===== config.mk =====
export PLATFORM = sky130hd
export DESIGN_NAME = sd_cmd_ctrl
export DESIGN_NICKNAME = d
export VERILOG_FILES = /design/src/rtl/sd_cmd_ctrl.sv
export SDC_FILE = /design/constraint.sdc
export NUM_CORES = 1
export LEC_CHECK = 0
export ABC_AREA = 1
export CAP_MARGIN = 30
export CORE_ASPECT_RATIO = 0.7
export CORE_MARGIN = 8
export CORE_UTILIZATION = 40
export CTS_CLUSTER_DIAMETER = 80
export DETAILED_ROUTE_END_ITERATION = 16
export PLACE_DENSITY = 0.68
export REMOVE_ABC_BUFFERS = 1
export SETUP_SLACK_MARGIN = 0.4
export SYNTH_ARGS = -nofsm -noshare
export SYNTH_HDL_FRONTEND = slang
export SYNTH_SLANG_ARGS = --single-unit

===== constraint.sdc =====
create_clock -name clk -period 1.7 [get_ports clk]
set_input_delay 0.17 -clock clk [delete_from_list [all_inputs] [get_ports clk]]
set_output_delay 0.17 -clock clk [all_outputs]
set_load 0.005 [all_outputs]

===== src/rtl/sd_cmd_ctrl.sv =====
// SD-bus CMD line sequencer: sends one 48-bit command frame, then optionally receives a 48/136-bit response and checks its CRC7.
// Optional response-index check is built when SD_CMD_IDX_CHECK_EN is defined; otherwise idx_err is tied 0.
module sd_cmd_ctrl #(
  parameter int unsigned RESP_TIMEOUT = 64,
  parameter int unsigned GAP_CYCLES   = 8
) (
  input  logic         clk,
  input  logic         rst_n,
  input  logic         sd_stb,
  input  logic         start,
  input  logic [5:0]   cmd_index,
  input  logic [31:0]  cmd_arg,
  input  logic [1:0]   resp_type,
  input  logic         cmd_in,
  output logic         busy,
  output logic         done,
  output logic [127:0] resp,
  output logic         crc_err,
  output logic         timeout_err,
  output logic         idx_err,
  output logic         cmd_out,
  output logic         cmd_oe
);

  typedef enum logic [2:0] {
    S_IDLE,
    S_TX,
    S_WAIT,
    S_RX,
    S_GAP,
    S_DONE
  } state_t;

  state_t         state_q, state_d;
  logic [7:0]     cnt_q, cnt_d;
  logic [39:0]    tx_sr_q, tx_sr_d;
  logic [6:0]     tx_crc_q, tx_crc_d;
  logic [6:0]     rx_crc_q, rx_crc_d;
  logic [1:0]     type_q, type_d;
  logic [127:0]   resp_q, resp_d;
  logic           crc_err_q, crc_err_d;
  logic           timeout_err_q, timeout_err_d;
  logic           cmd_out_q, cmd_out_d;
  logic           cmd_oe_q, cmd_oe_d;

  logic           launch;
  logic           rx_last;
  logic           rx_end;
  logic           rx_in_crc;
  logic [127:0]   rx_shift;

  // CRC7 (x^7 + x^3 + 1) serial update, one bit per call.
  function automatic logic [6:0] crc7_step(input logic [6:0] c, input logic b);
    logic fb;
    fb = b ^ c[6];
    return {c[5:0], 1'b0} ^ (fb ? 7'h09 : 7'h00);
  endfunction

  assign launch   = start && ((state_q == S_IDLE) || (state_q == S_DONE));
  assign rx_shift = {resp_q[126:0], cmd_in};
  assign rx_last  = (type_q == 2'b10) ? (cnt_q == 8'd135) : (cnt_q == 8'd47);
  assign rx_end   = (state_q == S_RX) && sd_stb && rx_last;
  // cnt_q is the index of the bit being received (start bit = 0); CRC skips the R2 header.
  assign rx_in_crc = (type_q == 2'b10) ? ((cnt_q >= 8'd8) && (cnt_q <= 8'd127))
                                       : (cnt_q <= 8'd39);

  always_comb begin
    state_d       = state_q;
    cnt_d         = cnt_q;
    tx_sr_d       = tx_sr_q;
    tx_crc_d      = tx_crc_q;
    rx_crc_d      = rx_crc_q;
    type_d        = type_q;
    resp_d        = resp_q;
    crc_err_d     = crc_err_q;
    timeout_err_d = timeout_err_q;
    cmd_out_d     = cmd_out_q;
    cmd_oe_d      = cmd_oe_q;

    case (state_q)
      S_IDLE, S_DONE: begin
        state_d = S_IDLE;
        if (launch) begin
          tx_sr_d       = {2'b01, cmd_index, cmd_arg};
          type_d        = resp_type;
          tx_crc_d      = '0;
          rx_crc_d      = '0;
          resp_d        = '0;
          crc_err_d     = 1'b0;
          timeout_err_d = 1'b0;
          cnt_d         = '0;
          state_d       = S_TX;
        end
      end

      S_TX: begin
        if (sd_stb) begin
          cnt_d    = cnt_q + 8'd1;
          cmd_oe_d = 1'b1;
          if (cnt_q < 8'd40) begin
            cmd_out_d = tx_sr_q[39];
            tx_sr_d   = {tx_sr_q[38:0], 1'b0};
            tx_crc_d  = crc7_step(tx_crc_q, tx_sr_q[39]);
          end else if (cnt_q < 8'd47) begin
            // The finished CRC is shifted out of its own register MSB-first.
            cmd_out_d = tx_crc_q[6];
            tx_crc_d  = {tx_crc_q[5:0], 1'b0};
          end else if (cnt_q == 8'd47) begin
            cmd_out_d = 1'b1;
          end else begin
            cmd_oe_d  = 1'b0;
            cmd_out_d = 1'b1;
            cnt_d     = '0;
            state_d   = (type_q == 2'b00) ? S_GAP : S_WAIT;
          end
        end
      end

      S_WAIT: begin
        if (sd_stb) begin
          if (!cmd_in) begin
            resp_d   = rx_shift;
            cnt_d    = 8'd1;
            rx_crc_d = (type_q == 2'b10) ? rx_crc_q : crc7_step(rx_crc_q, 1'b0);
            state_d  = S_RX;
          end else if (cnt_q == 8'(RESP_TIMEOUT - 1)) begin
            timeout_err_d = 1'b1;
            cnt_d         = '0;
            state_d       = S_GAP;
          end else begin
            cnt_d = cnt_q + 8'd1;
          end
        end
      end

      S_RX: begin
        if (sd_stb) begin
          resp_d = rx_shift;
          if (rx_in_crc) begin
            rx_crc_d = crc7_step(rx_crc_q, cmd_in);
          end
          if (rx_last) begin
            crc_err_d = (type_q != 2'b11) && (rx_shift[7:1] != rx_crc_q);
            cnt_d     = '0;
            state_d   = S_GAP;
          end else begin
            cnt_d = cnt_q + 8'd1;
          end
        end
      end

      S_GAP: begin
        if (sd_stb) begin
          if (cnt_q == 8'(GAP_CYCLES - 1)) begin
            cnt_d   = '0;
            state_d = S_DONE;
          end else begin
            cnt_d = cnt_q + 8'd1;
          end
        end
      end

      default: state_d = S_IDLE;
    endcase
  end

  always_ff @(posedge clk or negedge rst_n) begin
    if (!rst_n) begin
      state_q       <= S_IDLE;
      cnt_q         <= '0;
      tx_sr_q       <= '0;
      tx_crc_q      <= '0;
      rx_crc_q      <= '0;
      type_q        <= '0;
      resp_q        <= '0;
      crc_err_q     <= 1'b0;
      timeout_err_q <= 1'b0;
      cmd_out_q     <= 1'b1;
      cmd_oe_q      <= 1'b0;
    end else begin
      state_q       <= state_d;
      cnt_q         <= cnt_d;
      tx_sr_q       <= tx_sr_d;
      tx_crc_q      <= tx_crc_d;
      rx_crc_q      <= rx_crc_d;
      type_q        <= type_d;
      resp_q        <= resp_d;
      crc_err_q     <= crc_err_d;
      timeout_err_q <= timeout_err_d;
      cmd_out_q     <= cmd_out_d;
      cmd_oe_q      <= cmd_oe_d;
    end
  end

`ifdef SD_CMD_IDX_CHECK_EN
  logic [5:0] idx_q, idx_d;
  logic       idx_err_q, idx_err_d;

  always_comb begin
    idx_d     = idx_q;
    idx_err_d = idx_err_q;
    if (launch) begin
      idx_d     = cmd_index;
      idx_err_d = 1'b0;
    end else if (rx_end) begin
      idx_err_d = (type_q == 2'b01) && (rx_shift[45:40] != idx_q);
    end
  end

  always_ff @(posedge clk or negedge rst_n) begin
    if (!rst_n) begin
      idx_q     <= '0;
      idx_err_q <= 1'b0;
    end else begin
      idx_q     <= idx_d;
      idx_err_q <= idx_err_d;
    end
  end

  assign idx_err = idx_err_q;
`else
  assign idx_err = 1'b0;
`endif

  assign busy        = (state_q == S_TX) || (state_q == S_WAIT) ||
                       (state_q == S_RX) || (state_q == S_GAP);
  assign done        = (state_q == S_DONE);
  assign resp        = resp_q;
  assign crc_err     = crc_err_q;
  assign timeout_err = timeout_err_q;
  assign cmd_out     = cmd_out_q;
  assign cmd_oe      = cmd_oe_q;

endmodule


* Yosys cells after proc, flatten, opt, wreduce, memory -nomap -nowiden
Cells that the tools add are included.
** Storage, ports and cells
- Register bits after elaboration :: 199
- Input port bits :: 45
** Cells by class
- Multiplexer cells :: 65
- Reduce and logical (&&, ||, !) cells :: 25
- Magnitude comparators :: 5
- Bitwise operators :: 5
- Equal/unequal tests :: 30
- $add $sub $neg :: 1
** Operator list (count)
- 2-to-1 mux 128 bit :: 4
- case mux 128 bit (3 select lines) :: 1
- 2-to-1 mux 40 bit :: 3
- 2-to-1 mux 8 bit :: 12
- case mux 40 bit (2 select lines) :: 1
- 2-to-1 mux 7 bit :: 9
- case mux 8 bit (5 select lines) :: 1
- 2-to-1 mux 3 bit :: 12
- inequality test 2 bit, second input constant :: 17
- case mux 7 bit (3 select lines) :: 1
- bitwise XOR 7 x 4 -> 7 bit :: 3
- == test 8 x 6 -> 1 bit, second input constant :: 2
- < comparator 8 x 6 -> 1 bit, second input constant :: 2
- case mux 3 bit (5 select lines) :: 1
- 2-to-1 mux 1 bit :: 14
- case mux 7 bit (2 select lines) :: 1
- 2-to-1 mux 4 bit :: 3
- AND reduction 4 bit :: 3
- AND reduction 10 bit :: 1
- AND reduction 5 bit :: 2
- adder 8 x 1 -> 8 bit, second input constant :: 1
- == test 8 x 3 -> 1 bit, second input constant :: 1
- == test 8 bit, second input constant :: 1
- greater-or-equal comparator 8 x 4 -> 1 bit, second input constant :: 1
- other kinds (21) :: 34

* Logic depth before layout (Yosys ltp)
Gate-level depths: netlist (run 1).
- Word-level depth :: 7
- Depth in mapped cells :: 11
- Depth with buffers taken out :: 11

* Least setup slack after synthesis (run 1)
Ideal clock, no wire load.
- Path kind :: register -> register
- From :: register state_q[2]
- To :: register resp_q[107] (netlist: resp[107])
- Arrival :: 1562 ps
- Path buffers :: 3
- Data required time :: 1580 ps
- Cell stages (with the launch flop) :: 12
- Setup slack :: 18 ps
- Setup time :: 120 ps
- Period minus slack after synthesis :: 1682 ps
- Cell sequence :: dfrtp_1 inv_2 nand3_2 nor2_1 inv_1 nand2_2 buf_4 nor2_8 buf_4 buf_6 nand3_1 nand2_1
** On the way
- Longest elaborated chain between the ends :: 5
** RTL lines
- start, declared :: RTL line 34 : state_t state_q, state_d;
- start signal, assigned :: RTL line 181 : state_q <= state_d;
- == test 3 bit or logical NOT 3 bit (tied branches) :: RTL line 59, 80
- logical OR 1 bit :: RTL line 59 : assign launch = start && ((state_q == S_IDLE) || (state_q == S_DONE));
- logical AND 1 bit :: RTL line 59
- inequality test 2 bit (no line)
- AND reduction 5 bit (no line)
- end signal, assigned :: RTL line 187 : resp_q <= resp_d;
- end, declared :: RTL line 40 : logic [127:0] resp_q, resp_d;
Parallel ways exist; a longest one is shown, timed or not.
A chain may end at the register's enable or synchronous reset.

* Final worst setup path (run 1)
- From :: register state_q[1]
- To :: register rx_crc_q[6]
** On the way
- Longest elaborated chain between the ends :: 5
** RTL lines
- == test 3 bit or logical NOT 3 bit (tied branches) :: RTL line 59, 80
- logical OR 1 bit :: RTL line 59
- logical AND 1 bit :: RTL line 59
- inequality test 2 bit (no line)
- AND reduction 7 bit (no line)
- end signal, assigned :: RTL line 185 : rx_crc_q <= rx_crc_d;
- end, declared :: RTL line 38 : logic [6:0] rx_crc_q, rx_crc_d;
Parallel ways exist; a longest one is shown, timed or not.

==> metrics.yaml, run 1 <==
logic_synthesis:
  ys_seq_elements: 199
  avgSynthCellArea_um2: 8.31
  yosysWarningCount: 0
  synthCells: 1110
  synthesis.area_mm2: 0.00923
  synth_cell_type_count: 33
  yosysSeqAreaShare_pct: 54.0
timing:
  slew_headroom_pct: 66.5
  skew_ps: 13.9
  slew_violations: 0
  rsz0062_at_grt: "yes"
  finalSetupViolCount: 8
  hold_violations: 0
  fin_crit_ps: 1720
  setup_slack_ps: -24.5
  fmax_mhz: 580
  finalCritPeriodShare_pct: 101
  tightest_slew_ps: 503
floorplanning:
  io_pins: 180
  start_util_pct: 40.7
  die_h_um: 143
  dieArea_mm2: 0.0283
  die_x_um: 198
  fp.coreArea_mm2: 0.0227
  rows: 46
detailed_routing:
  drc: 0
  first_pass_iters: 5
  drtIter0Drc: 699
  vias_per_cell: 5.11
  wl_per_cell_um: 16.3
  drtAntennaViolNets: 0
  num_vias: 8509
  drt_wl_total_mm: 27.1
placed_design:
  placed_area_mm2: 0.0118
  pre_cts_ws_ps: -201
  port_buffers: 178
  gp_congestion: 0.838
  dp_hpwl_mm: 17.9
setup_path:
  critPathMaxFanout: 9
  crit_chain: "buf_6, buf_4, nand3_4, nor2_4, inv_4, nand2_8, nor2_8, buf_12, nand3_4, nand2_1, o21ai_0"
  cp_slowest_cell: "dfrtp_1"
  r2r_cells: 11
  path_class: "flip-flop to flip-flop"
  cp_slowest_stage_delay_ps: 420
  start_kind: "flip-flop"
  critPathMostFrequentCell: "nand3_4"
  cp-end-kind: "flip-flop"
  cp_top_family: "simple AND/OR/NAND/NOR gates"
  cp_num_buf_inv: 4
  required_ps: 2020
  arrival_ps: 2040
  worst-path-stages: 11
clock_network:
  cts_root_buffer: "clkbuf_16"
  cts_buffers: 17
  cts_tree: "yes"
  clock_tree.buffer_depth: 2
  htreeDepth: 4
  clock-sinks: 199
  clkTransAtPathRegs_ps: 70
  worstSkewPairLatency_ps: 440
cells_and_area:
  drive_gt1_share_pct: 15.2
  n_fill_cell: 2009
  final_cell_area_mm2: 0.0131
  antenna_cells: 0
  num-nets-final: 1389
  area_delta_synth_final_pct: 41.5
power_and_ir_drop:
  ir_worst_vdd_uv: 1040
  p_leak_nw: 6.46
  powerDensity_mw_per_mm2: 1470
status:
  violations: "setup timing"
  outcome: "complete, but fails checks"
global_route:
  grt_pass1_vias: 8048
  antenna_found_initial: 0
  grt_max_degree: 100
  grt_pass1_wl_mm: 43.7
  grt_use_total_pct: 19.1
  overflow: 0
job:
  cap_viol_max_count: 0
hold_path:
  holdCritPathClass: "input pin to asynchronous set/reset pin"
## registers in the layout (all words and copies together), names as in the netlist
name and count:
cmd_oe 1, cmd_out 1, cnt_q 8, crc_err 1, resp 128, rx_crc_q 7, state_q 3, timeout_err 1
tx_crc_q 7, tx_sr_q 40, type_q 2
## worst paths after layout
check | from | endpoint | slack (ps)
max | state_q[1] | rx_crc_q[6] | -20
min in group clk | cmd_arg[0] | tx_sr_q[0] | 330
max reg2reg | state_q[1] | rx_crc_q[6] | -20
max in group asynchronous | rst_n | resp[50] | 750
min | rst_n | cnt_q[4] | 280
min reg2reg | crc_err | crc_err | 490
## where the power goes
| group | internal [mW] | switching, mW |
|---|---|---|
| clock | 2.50 | 1.91 |
| combinational | 3.75 | 5.41 |
| sequential | 5.34 | 0.240 |
| total | 11.6 | 7.56 |
## layout make-up
| type | count | area [um^2] | area share (%) |
|---|---|---|---|
| sequential | 199 | 4980 | 38.2 |
| multi-input combinational | 765 | 3780 | 29.0 |
| timing repair buffer | 287 | 2990 | 22.9 |
| clock buffer | 17 | 425 | 3.26 |
| tap | 312 | 390 | 2.99 |
| inverter | 71 | 272 | 2.08 |
| clock inverter | 15 | 216 | 1.66 |
## Yosys cell counts (all sizes together)
| cell type | number | area (um^2) |
|---|---|---|
| dfrtp | 198 | 4950 |
| a31oi | 1 | 6.26 |
| mux2 | 1 | 11.3 |
| nand4 | 6 | 37.5 |
| inv | 71 | 267 |
| buf | 33 | 255 |
| a21oi | 10 | 50.1 |
| nand3 | 159 | 813 |
| nor2 | 36 | 169 |
| conb | 1 | 3.75 |
| xor2 | 3 | 26.3 |
| or2 | 2 | 12.5 |
| o211ai | 2 | 15.0 |
| clkbuf | 43 | 163 |
| dfstp | 1 | 26.3 |
| o21ai | 228 | 1140 |
| a2bb2oi | 1 | 8.76 |
| ha | 3 | 37.5 |
| nand2 | 302 | 1150 |
| xnor2 | 9 | 78.8 |
## through the flow
stage	power [mW]	cells	hold slack (ps)	setup TNS, ps	util, %
2_1_floorplan	9.26	1034	-126	-502540	-
5_1_grt	20.4	1666	315	-10060	57.6
4_1_cts	18.6	1660	281	-58.3	56.4
6_report	19.1	1666	278	-109	57.6
3_5_place_dp	12.8	1615	182	-23740	52.1
3_3_place_gp	12.7	1615	185	-23250	52.1
## per-layer routing
| layer | vias to the layer above | share of wire (%) | track usage, % |
|---|---|---|---|
| met4 | 0 | 1.0 | 4.43 |
| met1 | 4116 | 48 | 27.6 |
| met3 | 20 | 7.4 | 5.93 |
| li1 | 4126 | - | - |
| met2 | 247 | 43 | 27.6 |
| met5 | - | 0 | 0 |
## timing repair
action / 4_1_cts / 5_1_grt
pin swaps: 8 / 16
setup buffers: 8 / 4
gates resized for setup: 80 / 74
gates cloned: 4 / 2
hold buffers: 1 / 0
endpoints found under the setup margin: 333 / 332
hold endpoints to repair: 44 / 0
## cells in the final DEF (no fill, tap or decap), drive strengths merged, types with 5 or more instances in the layout
cell	count
clkbuf	20
nor2	36
o21ai	228
nand4	6
nand3	160
buf	109
nand2	302
dfrtp	198
a21oi	10
xnor2	9
clkinv	5
inv	75
clkdlybuf4s50	173
## logic make-up (layout without fill, tap and decap cells)
| kind of cell | Yosys count | after routing | synth area share [%] |
|---|---|---|---|
| simple gates | 505 | 506 | 23.6 |
| compound gates | 242 | 242 | 13.3 |
| flops | 199 | 199 | 54.0 |
| buf+inv | 147 | 390 | 7.42 |
| xor+xnor | 12 | 12 | 1.14 |
| fa+ha+maj | 3 | 3 | 0.407 |
| other cells | 1 | 1 | 0.0406 |
| mux | 1 | 1 | 0.122 |
No activity file was read; power rests on OpenSTA's default activity.
==> run 2, diff against run 1 <==
--- a/config.mk
+++ b/config.mk
@@ -5,14 +5,14 @@
 export SDC_FILE = /design/constraint.sdc
 export NUM_CORES = 1
 export LEC_CHECK = 0
-export ABC_AREA = 1
 export CAP_MARGIN = 30
 export CORE_ASPECT_RATIO = 0.7
 export CORE_MARGIN = 8
-export CORE_UTILIZATION = 40
+export CORE_UTILIZATION = 35
 export CTS_CLUSTER_DIAMETER = 80
 export DETAILED_ROUTE_END_ITERATION = 16
-export PLACE_DENSITY = 0.68
+export MAX_ROUTING_LAYER = met4
+export PLACE_DENSITY = 0.61
 export REMOVE_ABC_BUFFERS = 1
 export SETUP_SLACK_MARGIN = 0.4
 export SYNTH_ARGS = -nofsm -noshare
==> metrics.yaml, run 2 <==
timing:
  rsz0062_at_grt: "yes"
  setup_slack_ps: -433  # -408 ps
  finalCritPeriodShare_pct: 125  # +24 points
  fmax_mhz: 469  # -19%
  finalSetupViolCount: 199  # +191
  slew_headroom_pct: 57.0  # -9.5 points
  tightest_slew_ps: 643  # +140 ps
  fin_crit_ps: 2130  # +408 ps
  skew_ps: 10.5  # -3.36 ps
  slew_violations: 0  # unchanged
  hold_violations: 0  # unchanged
setup_path:
  cp-end-kind: "flip-flop"
  path_class: "flip-flop to flip-flop"
  cp_slowest_cell: "or4_4"
  start_kind: "flip-flop"
  required_ps: 2020  # about the same
  arrival_ps: 2450  # +410 ps
  cp_slowest_stage_delay_ps: 590  # +170 ps
  critPathMaxFanout: 3  # -6
  crit_chain: "or4_4, o311ai_4, nand3_4, a211oi_4, mux2_1"
logic_synthesis:
  ys_async_sr_fraction_pct: 100  # unchanged
  yosysSeqAreaShare_pct: 55.8  # +1.8 points
  yosysWarningCount: 0  # unchanged
  avgSynthCellArea_um2: 9.39  # +13%
  synth_top_area_share_pct: 55.5  # +1.8 points
  synthCells: 951  # -14%
  synthFlopType: "dfrtp_1"
  netlist_top_cells_count: "nand2_1 (329), dfrtp_1 (198), o21ai_0 (176)"
  synth_top_cell_by_area: "dfrtp_1"
  ys_top_cells_by_area: "dfrtp_1 (55%), nand2_1 (14%), o21ai_0 (9.9%)"
  synthesis.area_mm2: 0.00893  # -3.2%
  ys_seq_elements: 199  # unchanged
  synth_cell_type_count: 60  # +82%
  synth_edf_count: 0  # unchanged
  synth_most_common_cell: "nand2_1"
detailed_routing:
  drt_wl_total_mm: 34.7  # +28%
  drtAntennaViolNets: 0  # unchanged
  first_pass_iters: 5  # unchanged
  drc: 0  # unchanged
  num_vias: 8933  # +5.0%
  wl_per_cell_um: 19.8  # +22%
  drtIter0Drc: 506  # -28%
  vias_per_cell: 5.10  # -0.23%
cells_and_area:
  area.sequential_mm2: 0.00500  # +0.38%
  antenna_cells: 0  # unchanged
  layout_commonest_cell: "buf_4"
  area_delta_synth_final_pct: 96.5
  multi_input_area_mm2: 0.00519  # +37%
  drive_gt1_share_pct: 50.7  # +35 points
  layoutNonFillerInstCount: 1753  # +5.2%
  layout_common_cells: "buf_4 (188), dfrtp_1 (182), nand2_1 (162)"
  n_fill_cell: 1753  # -13%
  largest_reg_flops: 128  # unchanged
  num-nets-final: 1457  # +4.9%
power_and_ir_drop:
  ir_worst_vdd_uv: 740  # -29%
  p_leak_nw: 10.2  # +58%
  powerDensity_mw_per_mm2: 1450  # -1.1%
  total_power_mw: 25.5  # +33%
global_route:
  overflow: 0  # unchanged
  grt_use_total_pct: 20.4  # +1.3 points
  grt_pass1_vias: 8388  # +4.2%
  grt_pass1_wl_mm: 47.8  # +9.4%
  grt_max_degree: 101  # +1.0%
  antenna_found_initial: 0  # unchanged
floorplanning:
  die_h_um: 150  # +4.6%
  rows: 49  # +6.5%
  io_pins: 180  # unchanged
  dieArea_mm2: 0.0310  # +9.6%
  fp.coreArea_mm2: 0.0254  # +12%
  die_x_um: 207  # +4.8%
  start_util_pct: 35.2  # -5.5 points
placed_design:
  port_buffers: 178  # unchanged
  dp_hpwl_mm: 17.0  # -5.0%
  gp_congestion: 0.929  # +11%
  dp.cells: 1481  # -8.3%
clock_network:
  cts_root_buffer: "clkbuf_16"
  cts_tree: "yes"
  clock-sinks: 199  # unchanged
  clock_tree.buffer_depth: 2  # unchanged
  cts_buffers: 17  # unchanged
  htreeDepth: 4  # unchanged
  clkTransAtPathRegs_ps: 70  # about the same
  worstSkewPairLatency_ps: 430  # about the same
status:
  outcome: "complete, but fails checks"
  violations: "setup timing"
hold_path:
  holdCritPathClass: "input pin to asynchronous set/reset pin"
job:
  cap_viol_max_count: 0  # unchanged
run 2: final cells by class:
cell class	count	share of cell area, %
inverters	9	0.192
clock inverters	9	0.513
flip-flops and latches	199	28.5
well taps	331	2.36
multi-input cells	672	29.6
repair buffers	510	36.2
clock buffers	23	2.72
run 2: worst max-delay path, delay by kind of cell, from the launching register on:
kind               cells  cell delay [ps]
AOI/OAI and AO/OA      2              570
DFF                    1              380
and+or+nand+nor        2              720
muxes                  1              340
run 2: repair_timing:
item                       in CTS  in global routing
hold endpoints to repair       48                  0
setup endpoints to repair     333                333
cloned                         47                  2
hold buffers                    1                  0
buffers inserted               55                135
resized for setup             480                427
pin swaps                     112                 99
run 2: path summary, 6_finish.rpt:
| kind | startpoint | end | slack, ps | cells after the start |
|---|---|---|---|---|
| setup / recovery | cnt_q[6] | state_q[1] | -430 | 5 |
| hold / removal | rst_n | cnt_q[0] | 300 | 2 |
| setup reg to reg | cnt_q[6] | state_q[1] | -430 | 5 |
| hold reg to reg | cmd_out | cmd_out | 490 | 2 |
| max in group asynchronous | rst_n | resp[18] | 750 | 3 |
| min in group clk | cmd_arg[0] | tx_sr_q[0] | 300 | 3 |
run 2: cells by family after synthesis:
kind of cell | after synthesis | synth area share [%]
AND/OR/NAND/NOR | 387 | 17.9
AO/OA/AOI/OAI | 215 | 13.7
flip-flops | 199 | 55.8
buffers and inverters | 80 | 4.89
multiplexers | 52 | 5.95
XOR/XNOR | 14 | 1.37
adder cells (fa/ha/maj) | 3 | 0.420
other | 1 | 0.0420
run 2: layer usage:
layer | GRT usage, % | vias to the layer above | routed length [um]
met5 | - | - | 0
met4 | 5.27 | 0 | 446
met3 | 4.95 | 38 | 2010
li1 | - | 4139 | -
met1 | 28.2 | 4523 | 15300
met2 | 29.7 | 233 | 16900
run 2: power by group:
| part | internal (mW) | switching (mW) |
|---|---|---|
| registers | 5.35 | 0.601 |
| logic | 8.54 | 6.94 |
| clock network | 2.16 | 1.88 |
run 2: stage by stage:
step                setup WS (ps)  hold slack (ps)  util, %  area [um^2]  TNS (ps)
finish                       -433              296     69.2        17600    -55760
global route                 -497              299     69.2        17600    -65470
CTS                          -374              276     59.3        15000    -35860
detailed placement           -427              209     45.7        11600    -57150
global placement             -392              207     45.7        11600    -54270
floorplan                   -8730             -126        -         8530  -1472900
==> run 3, diff against run 2 <==
--- a/config.mk
+++ b/config.mk
@@ -12,7 +12,7 @@
 export CTS_CLUSTER_DIAMETER = 80
 export DETAILED_ROUTE_END_ITERATION = 16
 export MAX_ROUTING_LAYER = met4
-export PLACE_DENSITY = 0.61
+export PLACE_DENSITY = 0.59
 export REMOVE_ABC_BUFFERS = 1
 export SETUP_SLACK_MARGIN = 0.4
 export SYNTH_ARGS = -nofsm -noshare
==> constraint.sdc (replaced) <==
create_clock -name clk -period 2.45 [get_ports clk]
set_input_delay 0.245 -clock clk [delete_from_list [all_inputs] [get_ports clk]]
set_output_delay 0.245 -clock clk [all_outputs]
set_load 0.005 [all_outputs]
==> metrics.yaml, run 3 (same netlist as run 2, synthesis figures left out) <==
placed_design:
  gp_congestion: 0.791  # -15%
  pre_cts_ws_ps: 37.9  # +465 ps
  dp_hpwl_mm: 15.4  # -9.9%
  port_buffers: 178  # unchanged
detailed_routing:
  first_pass_iters: 6  # +1
  vias_per_cell: 4.76  # -6.6%
  drt_wl_total_mm: 23.5  # -32%
  drc: 0  # unchanged
  drtIter0Drc: 405  # -20%
  wl_per_cell_um: 16.0  # -19%
  drtAntennaViolNets: 0  # unchanged
  num_vias: 6991  # -22%
job:
  cap_viol_max_count: 0  # unchanged
setup_path:
  start_kind: "flip-flop"
  cp_top_family: "simple AND/OR/NAND/NOR gates"
  cp_slowest_cell: "or4_4"
  arrival_ps: 2450  # about the same
  reg2reg_from: "cnt_q[4]"
  critPathMaxFanout: 5  # +2
  cp-end-kind: "flip-flop"
  startpoint: "cnt_q[4]"
  cp_slowest_stage_delay_ps: 540  # -50 ps
  cp_num_buf_inv: 0  # unchanged
  required_ps: 2770  # +750 ps
  path_class: "flip-flop to flip-flop"
  crit_chain: "or4_4, o311ai_4, nand3_4, a211oi_4, mux2_4"
timing:
  slew_violations: 0  # unchanged
  slew_headroom_pct: 59.7  # +2.7 points
  hold_violations: 0  # unchanged
  skew_ps: 10.8  # +0.258 ps
  tightest_slew_ps: 604  # -38.8 ps
  rsz0062_at_grt: "yes"
  fmax_mhz: 469  # about the same
  finalCritPeriodShare_pct: 87.0  # -38 points
  setup_slack_ps: 318  # +750 ps
  finalSetupViolCount: 0  # -100%
  fin_crit_ps: 2130  # -0.189 ps
global_route:
  grt_pass1_wl_mm: 37.3  # -22%
  overflow: 0  # unchanged
  grt_use_total_pct: 15.6  # -4.8 points
  antenna_found_initial: 1  # +1
  grt_max_degree: 158  # +56%
  grt_pass1_vias: 6774  # -19%
power_and_ir_drop:
  powerDensity_mw_per_mm2: 865  # -40%
  p_leak_nw: 4.94  # -52%
  ir_worst_vdd_uv: 487  # -34%
floorplanning:
  die_x_um: 207  # unchanged
  dieArea_mm2: 0.0310  # unchanged
  start_util_pct: 35.2  # unchanged
  fp.coreArea_mm2: 0.0254  # unchanged
  die_h_um: 150  # unchanged
  rows: 49  # unchanged
  io_pins: 180  # unchanged
cells_and_area:
  area_delta_synth_final_pct: 33.6
  drive_gt1_share_pct: 11.2  # -40 points
  utilization_pct: 47.0  # -22 points
  n_fill_cell: 2424  # +38%
  num-nets-final: 1172  # -20%
  largest_reg_flops: 128  # unchanged
  layout_common_cells: "nand2_1 (328), dfrtp_1 (193), o21ai_0 (176), clkdlybuf4s50_1 (176), mux2i_1 (43)"
  layout_commonest_cell: "nand2_1"
clock_network:
  cts_buffers: 17  # unchanged
  cts_tree: "yes"
  clkTransAtPathRegs_ps: 80  # about the same
  clock_tree.buffer_depth: 2  # unchanged
  htreeDepth: 4  # unchanged
  cts_root_buffer: "clkbuf_16"
  clock-sinks: 199  # unchanged
  worstSkewPairLatency_ps: 440  # about the same
hold_path:
  holdCritPathClass: "input pin to asynchronous set/reset pin"
status:
  outcome: "finished, final reports clean"
[run 3: changes by cell type in the layout (fill, tap and decap cells not counted), sizes merged]
cell           previous run  this run
buf                     331        45
clkinv                    3         6
clkbuf                   29        23
inv                      12        11
dlymetal6s2s            129         1
diode                     0         1
clkdlybuf4s50            43       176
[run 3: worst paths after layout]
check,endpoint,slack [ps],cells past startpoint
setup / recovery,state_q[0],320,5
hold / removal,cnt_q[5],340,2
setup reg to reg,state_q[0],320,5
min in group clk,tx_sr_q[0],350,3
hold reg to reg,tx_sr_q[32],480,2
max in group asynchronous,resp[54],1370,3
[run 3: final cells by class]
cell class                 count  area (um^2)  share of cell area (%)
sequential                   199         4990                    41.8
multi-input combinational    672         3680                    30.8
timing repair buffer         225         2280                    19.1
clock buffer                  21          440                    3.69
tap                          331          414                    3.47
clock inverter                11          100                   0.838
inverter                       9         33.8                   0.283
antenna                        1         2.50                  0.0210
[run 3: per-layer routing]
layer | part of all wire (%) | global-route usage, % | up-vias
li1 | - | - | 3507
met1 | 50 | 21.7 | 3338
met2 | 43 | 21.2 | 123
met3 | 6.3 | 5.47 | 23
met4 | 1.2 | 3.92 | 0
met5 | 0 | - | -
[run 3: what timing repair did]
action                                 CTS  global route
setup buffers                           11             9
gates cloned                             0             1
endpoints found under the hold margin   44             0
hold buffers                             1             0
setup endpoints to repair               67           162
pin swaps                                7            12
gates resized for setup                 15            33
[run 3: power breakdown]
part           switching (mW)  internal (mW)
combinational            2.24           1.41
sequential              0.278           3.71
clock                    1.27           1.41
total                    3.79           6.53
[run 3: stage by stage]
step | cell area, um^2 | hold slack (ps) | std cells | setup TNS [ps] | power, mW
after global placement | 11000 | 232 | 1414 | 0 | 7.19
final | 11900 | 337 | 1469 | 0 | 10.3
after global routing | 11900 | 344 | 1469 | 0 | 11.0
after CTS | 11700 | 326 | 1458 | 0 | 10.2
after floorplan | 8530 | -50.6 | 880 | -1326520 | 5.72
after detailed placement | 11000 | 237 | 1414 | 0 | 7.24
